==> src/rtl/cpu_mem_stage_if.sv <==
// rtl/cpu_mem_stage_if.sv - execute-to-memory-stage bundle and MEM/WB outputs
interface cpu_mem_stage_if #(
    parameter int WIDTH = 32
);
    logic             in_valid;
    logic             stall;
    logic [WIDTH-1:0] out_alu;
    logic [WIDTH-1:0] rdata2;
    logic             is_write_mem;
    logic             is_read_mem;
    logic [1:0]       mem_size;
    logic             is_unsigned;
    logic [4:0]       rd_in;
    logic             is_write_reg_in;

    logic             out_valid;
    logic [WIDTH-1:0] out_wb;
    logic [WIDTH-1:0] out_memory;
    logic [4:0]       rd_out;
    logic             is_write_reg_out;
    logic             misaligned;

    modport master (
        output in_valid, stall, out_alu, rdata2, is_write_mem, is_read_mem,
               mem_size, is_unsigned, rd_in, is_write_reg_in,
        input  out_valid, out_wb, out_memory, rd_out, is_write_reg_out, misaligned
    );

    modport slave (
        input  in_valid, stall, out_alu, rdata2, is_write_mem, is_read_mem,
               mem_size, is_unsigned, rd_in, is_write_reg_in,
        output out_valid, out_wb, out_memory, rd_out, is_write_reg_out, misaligned
    );
endinterface

==> src/rtl/cpu_mem_stage.sv <==
// rtl/cpu_mem_stage.sv - CPU memory stage: byte-addressable data memory and MEM/WB register
module cpu_mem_stage #(
    parameter int WIDTH = 32,
    parameter int DEPTH = 32
) (
    input  logic           clk,
    input  logic           rst,
    cpu_mem_stage_if.slave bus
);
    localparam int IDX_W = $clog2(DEPTH);

    logic [DEPTH-1:0][31:0] mem;

    logic [IDX_W-1:0] idx;
    logic [1:0]       lane;
    logic             sz_byte;
    logic             sz_half;
    logic             addr_bad;
    logic             active;
    logic             mis;
    logic             is_load;
    logic             store_en;
    logic             load_en;
    logic [31:0]      rd_word;
    logic [7:0]       byte_sel;
    logic [15:0]      half_sel;
    logic [31:0]      load_ext;
    logic [31:0]      load_data;
    logic [3:0]       wr_be;
    logic [31:0]      wr_data;
    logic [WIDTH-1:0] wb_next;

    // Upper address bits are dropped, so accesses wrap modulo 4*DEPTH bytes.
    assign idx     = bus.out_alu[IDX_W+1:2];
    assign lane    = bus.out_alu[1:0];
    assign sz_byte = (bus.mem_size == 2'b00);
    assign sz_half = (bus.mem_size == 2'b01);

    assign addr_bad = (sz_half & lane[0]) | (~sz_byte & ~sz_half & (lane != 2'b00));
    assign active   = bus.in_valid & ~bus.stall;
    assign mis      = active & (bus.is_write_mem | bus.is_read_mem) & addr_bad;
    assign is_load  = active & bus.is_read_mem & ~bus.is_write_mem;
    assign store_en = active & bus.is_write_mem & ~addr_bad;
    assign load_en  = is_load & ~addr_bad;
    assign rd_word  = mem[idx];

    always_comb begin
        byte_sel = 8'h00;
        case (lane)
            2'd0:    byte_sel = rd_word[7:0];
            2'd1:    byte_sel = rd_word[15:8];
            2'd2:    byte_sel = rd_word[23:16];
            default: byte_sel = rd_word[31:24];
        endcase
        half_sel = lane[1] ? rd_word[31:16] : rd_word[15:0];

        if (sz_byte) begin
            load_ext = {{24{~bus.is_unsigned & byte_sel[7]}}, byte_sel};
        end else if (sz_half) begin
            load_ext = {{16{~bus.is_unsigned & half_sel[15]}}, half_sel};
        end else begin
            load_ext = rd_word;
        end
    end

    assign load_data = load_en ? load_ext : 32'h0;
    // Misaligned loads still select the load path, so they write back 0.
    assign wb_next   = is_load ? load_data : bus.out_alu;

    always_comb begin
        wr_be   = 4'b1111;
        wr_data = bus.rdata2;
        if (sz_byte) begin
            wr_be   = 4'b0001 << lane;
            wr_data = {4{bus.rdata2[7:0]}};
        end else if (sz_half) begin
            wr_be   = lane[1] ? 4'b1100 : 4'b0011;
            wr_data = {2{bus.rdata2[15:0]}};
        end
    end

    always_ff @(posedge clk or posedge rst) begin
        if (rst) begin
            mem <= '0;
        end else if (store_en) begin
            for (int b = 0; b < 4; b++) begin
                if (wr_be[b]) begin
                    mem[idx][8*b +: 8] <= wr_data[8*b +: 8];
                end
            end
        end
    end

    always_ff @(posedge clk or posedge rst) begin
        if (rst) begin
            bus.out_valid        <= 1'b0;
            bus.out_wb           <= '0;
            bus.out_memory       <= '0;
            bus.rd_out           <= 5'd0;
            bus.is_write_reg_out <= 1'b0;
            bus.misaligned       <= 1'b0;
        end else if (!bus.stall) begin
            bus.out_valid        <= bus.in_valid;
            bus.out_wb           <= bus.in_valid ? wb_next : '0;
            bus.out_memory       <= load_data;
            bus.rd_out           <= bus.rd_in;
            bus.is_write_reg_out <= bus.in_valid & bus.is_write_reg_in & ~mis;
            bus.misaligned       <= mis;
        end
    end
endmodule

==> src/flat_wrapper.sv <==
// flat-port wrapper written by rule: the top's interface ports become plain ports
module cpu_mem_stage_flat 
#(
    parameter int WIDTH = 32,
    parameter int DEPTH = 32
)
  (clk, rst, bus_in_valid, bus_stall, bus_out_alu, bus_rdata2, bus_is_write_mem, bus_is_read_mem, bus_mem_size, bus_is_unsigned, bus_rd_in, bus_is_write_reg_in, bus_out_valid, bus_out_wb, bus_out_memory, bus_rd_out, bus_is_write_reg_out, bus_misaligned);
  cpu_mem_stage_if #(.WIDTH(WIDTH)) bus_i ();
  input  logic clk;
  input  logic rst;
  input wire logic [$bits(bus_i.in_valid)-1:0] bus_in_valid;
  input wire logic [$bits(bus_i.stall)-1:0] bus_stall;
  input wire logic [$bits(bus_i.out_alu)-1:0] bus_out_alu;
  input wire logic [$bits(bus_i.rdata2)-1:0] bus_rdata2;
  input wire logic [$bits(bus_i.is_write_mem)-1:0] bus_is_write_mem;
  input wire logic [$bits(bus_i.is_read_mem)-1:0] bus_is_read_mem;
  input wire logic [$bits(bus_i.mem_size)-1:0] bus_mem_size;
  input wire logic [$bits(bus_i.is_unsigned)-1:0] bus_is_unsigned;
  input wire logic [$bits(bus_i.rd_in)-1:0] bus_rd_in;
  input wire logic [$bits(bus_i.is_write_reg_in)-1:0] bus_is_write_reg_in;
  output wire logic [$bits(bus_i.out_valid)-1:0] bus_out_valid;
  output wire logic [$bits(bus_i.out_wb)-1:0] bus_out_wb;
  output wire logic [$bits(bus_i.out_memory)-1:0] bus_out_memory;
  output wire logic [$bits(bus_i.rd_out)-1:0] bus_rd_out;
  output wire logic [$bits(bus_i.is_write_reg_out)-1:0] bus_is_write_reg_out;
  output wire logic [$bits(bus_i.misaligned)-1:0] bus_misaligned;
  assign bus_i.in_valid = bus_in_valid;
  assign bus_i.stall = bus_stall;
  assign bus_i.out_alu = bus_out_alu;
  assign bus_i.rdata2 = bus_rdata2;
  assign bus_i.is_write_mem = bus_is_write_mem;
  assign bus_i.is_read_mem = bus_is_read_mem;
  assign bus_i.mem_size = bus_mem_size;
  assign bus_i.is_unsigned = bus_is_unsigned;
  assign bus_i.rd_in = bus_rd_in;
  assign bus_i.is_write_reg_in = bus_is_write_reg_in;
  assign bus_out_valid = bus_i.out_valid;
  assign bus_out_wb = bus_i.out_wb;
  assign bus_out_memory = bus_i.out_memory;
  assign bus_rd_out = bus_i.rd_out;
  assign bus_is_write_reg_out = bus_i.is_write_reg_out;
  assign bus_misaligned = bus_i.misaligned;
  cpu_mem_stage #(.WIDTH(WIDTH), .DEPTH(DEPTH)) u_core (.clk(clk), .rst(rst), .bus(bus_i));
endmodule
==> config.mk <==
export PLATFORM = sky130hd
export DESIGN_NAME = cpu_mem_stage_flat
export DESIGN_NICKNAME = d
export VERILOG_FILES = /design/src/rtl/cpu_mem_stage_if.sv /design/src/rtl/cpu_mem_stage.sv /design/src/flat_wrapper.sv
export SDC_FILE = /design/constraint.sdc
export NUM_CORES = 2
export LEC_CHECK = 0
export ABC_AREA = 1
export CAP_MARGIN = 25
export CORE_UTILIZATION = 45
export CTS_BUF_LIST = sky130_fd_sc_hd__clkbuf_4
export CTS_CLUSTER_SIZE = 20
export DETAILED_ROUTE_END_ITERATION = 16
export GPL_TIMING_DRIVEN = 0
export PLACE_DENSITY = 0.57
export SYNTH_ARGS = -nofsm -noshare
export SYNTH_HDL_FRONTEND = slang
export SYNTH_SLANG_ARGS = --single-unit
==> constraint.sdc <==
create_clock -name clk -period 127.7 [get_ports clk]
set_clock_uncertainty 0.1 [all_clocks]
set_input_delay 31.925 -clock clk [delete_from_list [all_inputs] [get_ports clk]]
set_output_delay 31.925 -clock clk [all_outputs]
set_load 0.01 [all_outputs]
==> metrics.txt <==
status=finished clean; Startpoint Class=primary input; most common flop cell mapped by yosys=dfrtp_1; row cnt=118; H-tree Lvls=5; DIE HEIGHT=327 µm; total global routing overflow=0; kind of critical path=in2reg; Final nets=6,166; Synthesis Warnings=0; post-synthesis mux area share=0%; Gates resized, CTS repair=0; GRT Total Usage=37.3%; Port Buffer Count=146; Initial Util=between 40% and 50%; Hold Path Class=reg2reg; die width=about 330 µm; pin count of the biggest net entering global routing=approximately 130; Post-Syn Instances=5,571; area of the core=104,000 µm²; TritonCTS clock tree=built; worst reg2reg path startpoint=u_core.mem[719]; Worst-Skew Late Latency=around 1200 ps; fin crit share=27.5%; first-pass GRT wire length=~290 mm; pwr dens=14.0 nW/µm²; Leakage=0.0261 µW; worst-margin pin slew=approximately 1200 ps; Commonest cells post-synth=nand2_1, dfrtp_1, o21ai_0, a22oi_1, clkbuf_1; sequential power share=48.4%; critical path arrival=35,990 ps; layout cells sized above 1=between 10 and 15%; 1st-iter DRT viols=approximately 5,300; Post-CTS Setup Bufs=0; total power=around 770 µW; CP startpoint=bus_out_alu[4]; DP Wirelength=~140 mm; area growth from synthesis to layout=16.1%; area leader, netlist=dfrtp_1; fmax=28.5 MHz; Peak supply drop=0.00819 mV; Fin. Hold Viols=0; largest family of logic cells by synthesized area=simple AND/OR/NAND/NOR gates; adder-cell share of the synthesized area=0%; Setup crit end kind=register; CTS max path bufs=4; Num CTS Buffers=~320; post-synthesis compound-gate area fraction=18.7%; WL final=201 mm; hold wc startpoint=u_core.bus.out_memory[7]; vias in the first global route=43,100; Avg Cell Area, Syn=8.55 µm²; clk root buf=clkbuf_4; most frequent cell after synthesis=nand2_1; Hold Buf Count CTS=0; Clock Sinks=1,096; clock share of power=41.4%; xor and xnor area share after synthesis=0%; net load switching power=between 200 and 250 µW; Net Sw Frac=28.3%; Int Pwr=554 µW; Top Ports=151; register area share after synthesis=approximately 58%; EDFF count, synth=0; Yosys top cell area share=57.6%; vias per cell=5.84; 1st-pass router iterations=8; GPL Wtd Cong=0.963; Comb pwr share=10.2%; post-route cell area=approximately 55,000 µm²; Post-synth ARST share=100%; final hold slack=376 ps; Die ar.=107,000 µm²; Total Negative Setup Slacks=0 ps; RSZ-0062 raised after global routing=no; drt drc=0; # setup viols final=0; Synth Net Count=5,650; routed vias=44,700; Area after DPL=51,600 µm²; simple-gate share of the synthesized area=19.6%; largest cells by area after synthesis=dfrtp_1, nand2_1, o21ai_0, a22oi_1, clkbuf_1; Clk pin slew, worst setup/hold paths=60 ps; post-layout minimum cycle time=35,100 ps; Max Cap Viol=0; max-slew headroom at the worst pin=21.0%; initial antenna violation count=7; Yosys reg bits=1,096; DRT antenna net count=0; Distinct cells, synth=35; Worst EP required=approximately 130,000 ps; Cell Area, Synth=47,600 µm²; Slew Viols, Final=0; Avg WL per Cell=~26 µm; CP Max Fanout=10
-- power by group through the flow --
stage	sequential [µW]	combinational (µW)	clock, µW
final	374	78.9	320
after global routing	376	84.2	342
after CTS	374	76.9	323
after detailed placement	380	76.8	0
after global placement	381	73.3	0
after floorplan	379	39.9	0
-- final timing paths --
path	endpoint	slack, ps	cells past startpoint
min reg2reg	u_core.bus.out_memory[7]	380	2
max reg2reg	u_core.bus.out_wb[14]	124910	17
max in group asynchronous	u_core.mem[317]	93260	8
min in group asynchronous	u_core.mem[747]	30970	2
max	u_core.mem[72]	92600	10
min	u_core.bus.out_memory[7]	380	2
-- kinds of logic after synthesis --
family,Yosys count
compound gates,1586
simple gates,2428
flops,1096
buf+inv,461
-- layer usage --
metal	up-vias	part of all wire (%)	track usage [%]
met5	-	0.0065	0
met4	2	5.0	18.6
met3	518	11	11.4
met2	2378	44	54.7
met1	21900	41	50.0
li1	19900	-	-
-- placed cells by master (no fill, tap or decap), drive strengths merged, types with 26 or more instances in the layout --
master / n
nand2: 2180
o21ai: 1104
dfrtp: 1096
clkbuf: 720
a22oi: 294
buf: 198
clkdlybuf4s50: 146
nor2: 146
o22ai: 113
inv: 63
a21oi: 53
nand3: 51
nand4: 27
clkinv: 26
-- flip-flops by register name, summed over array words and instances (netlist names) --
register                     flops
u_core.bus.misaligned            1
u_core.bus.rd_out                5
u_core.bus.out_valid             1
u_core.bus.out_wb               32
u_core.bus.is_write_reg_out      1
u_core.bus.out_memory           32
u_core.mem                    1024
-- critical path, cell delays in order --
cell	delay (ps)
clkdlybuf4s50_1	580
nor3_1	290
clkbuf_1	570
buf_6	270
inv_1	200
nor2_1	910
nand2_1	600
clkbuf_1	420
nand2_1	120
o21ai_0	90
-- cell type report --
cell class	instances	area, µm²
buffer	404	1730
clock buffer	461	3460
sequential	1096	27400
inverter	57	225
antenna	12	30.0
tap	1380	1730
timing repair buffer	199	2240
clock inverter	35	210
fill	10300	48900
multi-input combinational	4014	18300
-- through the flow --
step / instances / worst slack (ps) / util [%]
after global placement: 7097 / 50530 / 48.8
after floorplan: 5571 / 64820 / -
after CTS: 7645 / 92930 / 53.0
final: 7658 / 92600 / 53.1
after detailed placement: 7149 / 91700 / 49.5
after global routing: 7655 / 92620 / 53.1
(Power assumes the default switching activity.)
